**config.mk**
```make
export PLATFORM = sky130hd
export DESIGN_NAME = conv_out_fifo
export DESIGN_NICKNAME = d
export VERILOG_FILES = /design/src/rtl/conv_out_fifo.sv
export SDC_FILE = /design/constraint.sdc
export NUM_CORES = 1
export LEC_CHECK = 0
export CORE_MARGIN = 2
export CORE_UTILIZATION = 46
export DETAILED_ROUTE_END_ITERATION = 6
export PLACE_DENSITY = 0.73
export SYNTH_ARGS = -nofsm -noshare
export SYNTH_HDL_FRONTEND = slang
export SYNTH_SLANG_ARGS = --single-unit
export TNS_END_PERCENT = 100
```
**constraint.sdc**
```tcl
create_clock -name clock -period 7.7 [get_ports clock]
set_clock_uncertainty 0.1 [all_clocks]
set_input_delay 1.54 -clock clock [delete_from_list [all_inputs] [get_ports clock]]
set_output_delay 1.54 -clock clock [all_outputs]
set_load 0.02 [all_outputs]
```
**src/rtl/conv_out_fifo.sv**
```systemverilog
// conv_out_fifo: circular output buffer for convolution-layer results.
// The MAC array pushes through wr_en and the next stage pops through rd_en
// with a one-cycle registered read. Occupancy is kept in a separate level
// counter, so full and empty never depend on pointer comparison and the
// depth does not have to be a power of two. done flushes the buffer
// synchronously. Overflow and underflow are sticky until a flush or reset.
module conv_out_fifo #(
    parameter int IMAGE_PIXEL_WIDTH  = 8,
    parameter int KERNEL_PIXEL_WIDTH = 8,
    parameter int FIFO_DEPTH         = 9,
    parameter int AF_THRESH          = FIFO_DEPTH - 1,
    localparam int DW                = IMAGE_PIXEL_WIDTH + KERNEL_PIXEL_WIDTH,
    localparam int CW                = $clog2(FIFO_DEPTH + 1)
) (
    input  logic          clock,
    input  logic          rst_n,
    input  logic          done,
    input  logic          wr_en,
    input  logic [DW-1:0] wr_data,
    input  logic          rd_en,
    output logic [DW-1:0] rd_data,
    output logic          rd_valid,
    output logic          full,
    output logic          empty,
    output logic          almost_full,
    output logic [CW-1:0] level,
    output logic          full_pulse,
    output logic          overflow,
    output logic          underflow,
    output logic [15:0]   fill_count
);

    // Pointer width; a depth of 2 still needs one address bit.
    localparam int PW = (FIFO_DEPTH > 2) ? $clog2(FIFO_DEPTH) : 1;

    localparam logic [CW-1:0] LEVEL_FULL = CW'(FIFO_DEPTH);
    localparam logic [CW-1:0] LEVEL_AF   = CW'(AF_THRESH);
    localparam logic [PW-1:0] PTR_LAST   = PW'(FIFO_DEPTH - 1);

    // Storage, intentionally without reset so it maps onto block RAM.
    logic [DW-1:0] mem_q [FIFO_DEPTH];

    logic [PW-1:0] wptr_q, wptr_d;
    logic [PW-1:0] rptr_q, rptr_d;
    logic [CW-1:0] level_q, level_d;
    logic [DW-1:0] rd_data_q;
    logic          rd_valid_q;
    logic          full_d_q;
    logic          overflow_q, overflow_d;
    logic          underflow_q, underflow_d;
    logic [15:0]   fill_count_q, fill_count_d;

    logic          full_w;
    logic          empty_w;
    logic          full_pulse_w;
    logic          wr_accept;
    logic          rd_accept;

    // Status decoded purely from the level register (pre-edge state).
    assign full_w       = (level_q == LEVEL_FULL);
    assign empty_w      = (level_q == '0);
    assign full_pulse_w = full_w && !full_d_q;

    // A same-cycle pop never frees room for a push, nor does a push feed a pop;
    // both decisions look only at the registered level.
    assign wr_accept = wr_en && !full_w  && !done;
    assign rd_accept = rd_en && !empty_w && !done;

    // Next-state computation for pointers, level, sticky errors and counter.
    always_comb begin
        wptr_d       = wptr_q;
        rptr_d       = rptr_q;
        level_d      = level_q;
        overflow_d   = overflow_q;
        underflow_d  = underflow_q;
        fill_count_d = fill_count_q;

        if (done) begin
            wptr_d      = '0;
            rptr_d      = '0;
            level_d     = '0;
            overflow_d  = 1'b0;
            underflow_d = 1'b0;
        end else begin
            if (wr_accept) begin
                wptr_d = (wptr_q == PTR_LAST) ? '0 : wptr_q + 1'b1;
            end
            if (rd_accept) begin
                rptr_d = (rptr_q == PTR_LAST) ? '0 : rptr_q + 1'b1;
            end
            case ({wr_accept, rd_accept})
                2'b10:   level_d = level_q + 1'b1;
                2'b01:   level_d = level_q - 1'b1;
                default: level_d = level_q;
            endcase
            if (wr_en && full_w) begin
                overflow_d = 1'b1;
            end
            if (rd_en && empty_w) begin
                underflow_d = 1'b1;
            end
        end

        // Counts rises of full independently of flushes; saturates at the top.
        if (full_pulse_w && (fill_count_q != 16'hFFFF)) begin
            fill_count_d = fill_count_q + 16'd1;
        end
    end

    // Memory write port.
    always_ff @(posedge clock) begin
        if (wr_accept) begin
            mem_q[wptr_q] <= wr_data;
        end
    end

    // Control state and registered read port, cleared asynchronously.
    always_ff @(posedge clock or negedge rst_n) begin
        if (!rst_n) begin
            wptr_q       <= '0;
            rptr_q       <= '0;
            level_q      <= '0;
            rd_data_q    <= '0;
            rd_valid_q   <= 1'b0;
            full_d_q     <= 1'b0;
            overflow_q   <= 1'b0;
            underflow_q  <= 1'b0;
            fill_count_q <= '0;
        end else begin
            wptr_q       <= wptr_d;
            rptr_q       <= rptr_d;
            level_q      <= level_d;
            full_d_q     <= full_w;
            overflow_q   <= overflow_d;
            underflow_q  <= underflow_d;
            fill_count_q <= fill_count_d;
            rd_valid_q   <= rd_accept;
            if (rd_accept) begin
                rd_data_q <= mem_q[rptr_q];
            end
        end
    end

    assign rd_data     = rd_data_q;
    assign rd_valid    = rd_valid_q;
    assign full        = full_w;
    assign empty       = empty_w;
    assign almost_full = (level_q >= LEVEL_AF);
    assign level       = level_q;
    assign full_pulse  = full_pulse_w;
    assign overflow    = overflow_q;
    assign underflow   = underflow_q;
    assign fill_count  = fill_count_q;

endmodule

```
==> results of run 1 <==
==> registers in the layout (all words and copies together), names as in the netlist <==
signal / flops
full_d_q: 1
rptr_q: 4
rd_data: 16
level: 4
fill_count: 16
underflow: 1
wptr_q: 4
mem_q: 144
rd_valid: 1
overflow: 1
==> path summary, 6_finish.rpt <==
path                                                 start                          to  slack [ns]  cells after the start
worst min register to register  fill_count[15]$_DFFE_PN0P_  fill_count[15]$_DFFE_PN0P_        0.40                      1
worst max register to register        level[1]$_DFFE_PN0P_        level[3]$_DFFE_PN0P_        4.46                      9
worst min-delay path            fill_count[15]$_DFFE_PN0P_  fill_count[15]$_DFFE_PN0P_        0.40                      1
worst max-delay path                  level[1]$_DFFE_PN0P_                  full_pulse        3.46                      3
max in group asynchronous                            rst_n       rptr_q[0]$_DFFE_PN0P_        5.89                      2
min in group asynchronous                            rst_n       underflow$_DFFE_PN0P_        1.13                      2
==> layout make-up <==
type | count | area share [%]
timing repair buffer | 75 | 7.66
sequential | 192 | 59.2
inverter | 11 | 0.442
tap | 220 | 2.95
clock inverter | 12 | 1.39
multi-input combinational | 235 | 23.7
clock buffer | 20 | 4.67
==> synthesized netlist by cell type, drive strengths merged, types with 2 or more instances <==
library cell	number
nor3b	2
or3b	2
a21oi	13
nand2	29
buf	12
a31oi	4
mux2	18
nand2b	4
clkbuf	9
edfxtp	144
mux2i	17
and4	3
nor4	7
o21ai	23
nor3	6
o2111ai	2
nand3	8
o21a	3
inv	10
o41ai	2
nand4	7
and2	2
and3	4
mux4	32
nor2	12
ha	9
o211ai	3
dfrtp	48
xnor2	11
xor2	2
==> layout by cell type (no fill, tap or decap), types with 2 or more instances in the layout <==
cell type,count
o21ai_0,5
clkbuf_16,17
nor2_1,11
inv_2,2
clkinvlp_4,5
nand2b_1,4
nand4_1,7
edfxtp_1,144
mux2i_1,17
o2111ai_1,2
inv_1,8
o21a_1,3
nand3_1,8
a31oi_1,4
clkbuf_1,3
nor4_2,5
or3b_1,2
a21oi_1,12
ha_1,9
buf_4,12
inv_6,4
mux4_2,32
o21ai_1,18
and2_1,2
and3_1,4
nor4_1,2
dfrtp_1,46
nor3_2,2
nor3_1,4
nand2_1,29
o211ai_1,3
dfrtp_2,2
mux2_2,17
and4_1,3
xnor2_1,11
xor2_1,2
clkdlybuf4s50_1,62
nor3b_1,2
==> routing by layer <==
| metal | part of all wire [%] | wire length, µm | vias to the layer above |
|---|---|---|---|
| met3 | 4.9 | 763 | 16 |
| met5 | 0 | 0 | - |
| met2 | 50 | 7740 | 133 |
| met4 | 1.4 | 212 | 0 |
| met1 | 44 | 6820 | 2199 |
| li1 | - | - | 1939 |
==> power groups by stage <==
stage	Clock, mW	Sequential, mW	Combinational, mW
after floorplan	0	1.31	0.215
after global placement	0	1.26	0.452
after detailed placement	0	1.26	0.463
after CTS	0.852	1.24	0.466
after global routing	0.896	1.25	0.500
final	0.836	1.24	0.460
==> per-stage QoR <==
step	util (%)	cells	area, µm²
finish	56.1	765	9340
global route	56.1	765	9340
CTS	56.1	765	9340
detailed placement	52.7	733	8770
global placement	52.7	733	8770
floorplan	-	459	7870
==> logic make-up (layout without fill, tap and decap cells) <==
| family | Yosys count | after routing | share of synthesized area, % |
|---|---|---|---|
| multiplexers | 67 | 67 | 13.9 |
| XOR/XNOR | 13 | 13 | 1.45 |
| adder cells (fa/ha/maj) | 9 | 9 | 1.43 |
| AND/OR/NAND/NOR | 91 | 91 | 6.39 |
| flip-flops | 192 | 192 | 70.2 |
| buffers and inverters | 32 | 118 | 2.10 |
| AO/OA/AOI/OAI | 55 | 55 | 4.58 |
==> out/results.tsv, run 1 <==
metric	value	unit
Reg area	0.00553	mm²
M3 GR Usage	4.99	%
gr busiest metal	met2	
Synth area leader	edfxtp_1	
Die X	135	µm
switching share of power	26.8	%
worst-skew pair later-pin latency	0.42	ns
share of layout cells above drive strength 1	19.6	%
GR Util met1	24.9	%
syn_nets	489	
CTS H-Tree Depth	4	
Max VDD drop	0.000196	V
delay-heaviest family, CP	simple AND/OR/NAND/NOR gates	
initial antenna violation count	0	
CP required	6.06	ns
Achievable Freq	236	MHz
post-CTS setup buffers	0	
Unique masters post-synth	50	
Die Y	135	µm
Post-Route Setup TNS	0	ns
HP Class	flip-flop to flip-flop	
Final Hold Slack	0.398	ns
top post-synthesis cells by area	edfxtp_1, dfrtp_1, mux4_2, mux2_2, mux2i_1	
Final Power	2.54	mW
Final setup viols	0	
Starting Density	47.3	%
nets	562	
Layout area overhead	18.6	%
Slew Viols, Final	0	
post-CTS sizing	0	
RePlAce Congestion	0.775	
Crit Path Max Fanout	10	
min setup slack post-route	3.46	ns
DRT antenna net count	0	
# DRC	0	
Worst Path Arrival	2.60	ns
antenna cells	0	
CTS Buf Count	17	
full die area	0.0182	mm²
ys flop type	edfxtp_1	
Setup crit end kind	output pin	
DR vias	4287	
clock power share	32.9	%
hpwl dp	8920	µm
GRT Util Overall	18.4	%
Post-Synthesis Cells	459	
status	complete, no violations	
Fin. Hold Viols	0	
Total Wirelength	15500	µm
hold-fix buffers at CTS	0	
vias in the first global route	4406	
unrepaired setup endpoints after global routing	false	
switching power total	0.680	mW
Yosys reg bits	192	
drt via density	5.60	
EDFF count, synth	144	
Tmin final	4.24	ns
pwr/cell area	272	mW/mm²
CTS Sinks	192	
largest net degree at the start of global routing	49	
total grt overflow	0	
Pint	1.86	mW
post-route clock period utilization	55.1	%
Post-synth ARST share	25.0	%
worst-path cell chain	nand4bb_1, nor2_2, clkdlybuf4s50_1	
CTS tree	yes	
mean routed wirelength per cell	20.3	µm
Largest stage delay, worst path	0.66	ns
number of iterations in the first detailed-routing pass	4	
DR iter-0 viols	263	
Worst-Margin Slew	1.24	ns
CP Launch Type	flip-flop	
Static Leak	3.16	nW
Avg Inst Size Synth	17.2	µm²
sequential group share of total power	49.0	%
Reg clk slew, reported paths	0.07	ns
GR Util met2	29.9	%
row count	47	
Port Buffer Count	63	
Seq/Total Area, Yosys	70.2	%
Comb power frac	18.1	%
Buf/Inv on CP	1	
CTS root buf	clkbuf_16	
Crit-path slowest cell	clkdlybuf4s50_1	
post-place setup slack	3.31	ns
Core ar.	0.0166	mm²
top cell type's share of synthesized area	54.9	%
I/O pin count	64	
Synth Cell Area	0.00787	mm²
slew margin rel.	17.5	%
Synth Warn #	0	
fill count	1267	
deepest clock path buffer count	2	
critical path class	flip-flop to output pin	
first-pass GRT wire length	24800	µm
area of the multi-input gates	0.00221	mm²
max-cap viol count	0	
No activity file was read; power rests on OpenSTA's default activity.
==> inputs of run 2 (changes only) <==
--- a/config.mk
+++ b/config.mk
@@ -8,7 +8,7 @@
 export CORE_MARGIN = 2
 export CORE_UTILIZATION = 46
 export DETAILED_ROUTE_END_ITERATION = 6
-export PLACE_DENSITY = 0.73
+export PLACE_DENSITY = 0.75
 export SYNTH_ARGS = -nofsm -noshare
 export SYNTH_HDL_FRONTEND = slang
 export SYNTH_SLANG_ARGS = --single-unit
==> constraint.sdc (replaced) <==
create_clock -name clock -period 3.71 [get_ports clock]
set_clock_uncertainty 0.1 [all_clocks]
set_input_delay 0.742 -clock clock [delete_from_list [all_inputs] [get_ports clock]]
set_output_delay 0.742 -clock clock [all_outputs]
set_load 0.02 [all_outputs]
==> run 2 against run 1 <==
Hold slack worse by 0.068 ns. Register-to-register slack lost 4.0 ns. Utilization rose by 0.67 points. Combinational power is 110% higher. Global-route usage shrank 0.11 points. Flip-flop and latch count did not move. First-iteration DRC count rose by 48%. Die area stayed put.
==> out/results.tsv, run 2 (synthesized netlist as in run 1, its figures left out) <==
metric	value	unit	change
status	complete, no violations		
share of layout cells above drive strength 1	20.7	%	+1.1 points
pwr/cell area	575	mW/mm²	+110%
fill count	1242		-2.0%
mean routed wirelength per cell	20.0	µm	-1.3%
CTS root buf	clkbuf_16		
nets	567		+0.89%
DRT antenna net count	0		unchanged
post-CTS sizing	0		unchanged
unrepaired setup endpoints after global routing	false		
Crit Path Max Fanout	10		unchanged
slew margin rel.	29.8	%	+12 points
hold-fix buffers at CTS	0		unchanged
commonest non-fill, non-tap cell in the layout	edfxtp_1		
Fin. Hold Viols	0		unchanged
Reg area	0.00553	mm²	about the same
antenna cells	0		unchanged
vias in the first global route	4531		+2.8%
Core ar.	0.0166	mm²	unchanged
Slew Viols, Final	0		unchanged
final core occ	56.8	%	+0.67 points
commonest cells after routing, fill and taps aside	edfxtp_1, clkdlybuf4s50_1, dfrtp_1		
deepest clock path buffer count	2		unchanged
Worst Path Arrival	2.63	ns	+0.03 ns
GRT Util Overall	18.3	%	-0.11 points
Die X	135	µm	unchanged
number of iterations in the first detailed-routing pass	4		unchanged
Crit-path slowest cell	clkdlybuf4s50_1		
Max VDD drop	0.000536	V	+170%
Tmin final	3.48	ns	
Port Buffer Count	63		unchanged
CTS tree	yes		
max reg flops	144		unchanged
hpwl dp	9360	µm	+4.9%
worst-path cell chain	nand4bb_1, nor2_2, clkdlybuf4s50_1		
largest net degree at the start of global routing	39		-20%
Achievable Freq	288	MHz	
drt via density	5.61		about the same
# DRC	0		unchanged
CTS H-Tree Depth	4		unchanged
CP required	2.87	ns	-3.19 ns
Die Y	135	µm	unchanged
Non-Filler Instances	770		+0.65%
DR iter-0 viols	390		+48%
DR vias	4319		+0.75%
Post-Place Cells	738		+0.68%
CTS Sinks	192		unchanged
worst-skew pair later-pin latency	0.43	ns	about the same
critical path class	flip-flop to output pin		
FF-to-FF setup slack	0.47	ns	-3.99 ns
delay-heaviest family, CP	simple AND/OR/NAND/NOR gates		
Largest stage delay, worst path	0.66	ns	about the same
Setup crit end kind	output pin		
total grt overflow	0		unchanged
Static Leak	3.23	nW	+2.3%
post-CTS setup buffers	0		unchanged
initial antenna violation count	0		unchanged
Worst-Margin Slew	1.05	ns	-0.184 ns
first-pass GRT wire length	24800	µm	about the same
row count	47		unchanged
Final Power	5.43	mW	+110%
full die area	0.0182	mm²	unchanged
RePlAce Congestion	0.856		+10%
max-cap viol count	0		unchanged
I/O pin count	64		unchanged
CTS Buf Count	17		unchanged
Final setup viols	0		unchanged
post-route clock period utilization	93.7	%	
Reg clk slew, reported paths	0.07	ns	about the same
Starting Density	47.3	%	unchanged
Total Wirelength	15400	µm	-0.63%
Post-Route Setup TNS	0	ns	unchanged
Layout area overhead	20.1	%	
Buf/Inv on CP	1		unchanged
area of the multi-input gates	0.00221	mm²	unchanged
CP Launch Type	flip-flop		
Biggest register	mem_q		
HP Class	input port to async pin		
## run 2: cell types whose count changed in the layout (fill, tap and decap cells not counted), sizes merged
cell | previous run | this run
buf | 13 | 18
bufinv | 1 | 2
clkbuf | 20 | 18
clkinv | 2 | 3
clkinvlp | 5 | 2
inv | 15 | 18
## run 2: layer usage
layer,track usage (%),vias up,routed length (µm)
li1,-,1957,-
met1,24.4,2218,6610
met2,30.5,131,7670
met3,4.54,13,1030
met4,4.74,0,123
met5,0,-,0
## run 2: final cells by class
class                      count  share of cell area, %
clock inverter                14                   2.01
timing repair buffer          80                   8.10
inverter                      11                  0.437
clock buffer                  18                   4.65
tap                          220                   2.91
multi-input combinational    235                   23.4
sequential                   192                   58.5
## run 2: worst register-to-register path, delay by kind of cell (launching register included)
kind                       cells  cell delay, ns
buffers and inverters          1            0.35
adders and majority gates      1            0.31
AOI/OAI and AO/OA              3            0.69
and+or+nand+nor                4            1.16
DFF                            1            0.52
## run 2: final timing paths
check | start | endpoint | cells past startpoint
min in group clock | rd_data[9]$_DFFE_PN0P_ | rd_data[9]$_DFFE_PN0P_ | 2
setup reg to reg | level[1]$_DFFE_PN0P_ | level[3]$_DFFE_PN0P_ | 9
hold / removal | rst_n | wptr_q[2]$_DFFE_PN0P_ | 1
hold reg to reg | rd_data[9]$_DFFE_PN0P_ | rd_data[9]$_DFFE_PN0P_ | 2
setup / recovery | level[1]$_DFFE_PN0P_ | full_pulse | 3
max in group asynchronous | rst_n | rd_data[11]$_DFFE_PN0P_ | 2
## run 2: through the flow
stage               cell area [µm²]  setup slack (ns)  hold WS, ns
global placement               8820             0.604        0.371
finish                         9450             0.234        0.329
global route                   9450            0.0954        0.402
floorplan                      7870             0.462        0.346
detailed placement             8820             0.438        0.380
CTS                            9450             0.216        0.351
## run 2: where the power goes
group	switching (mW)	internal [mW]
Clock	0.850	1.05
Sequential	0.134	2.45
Combinational	0.472	0.472
Total	1.46	3.98
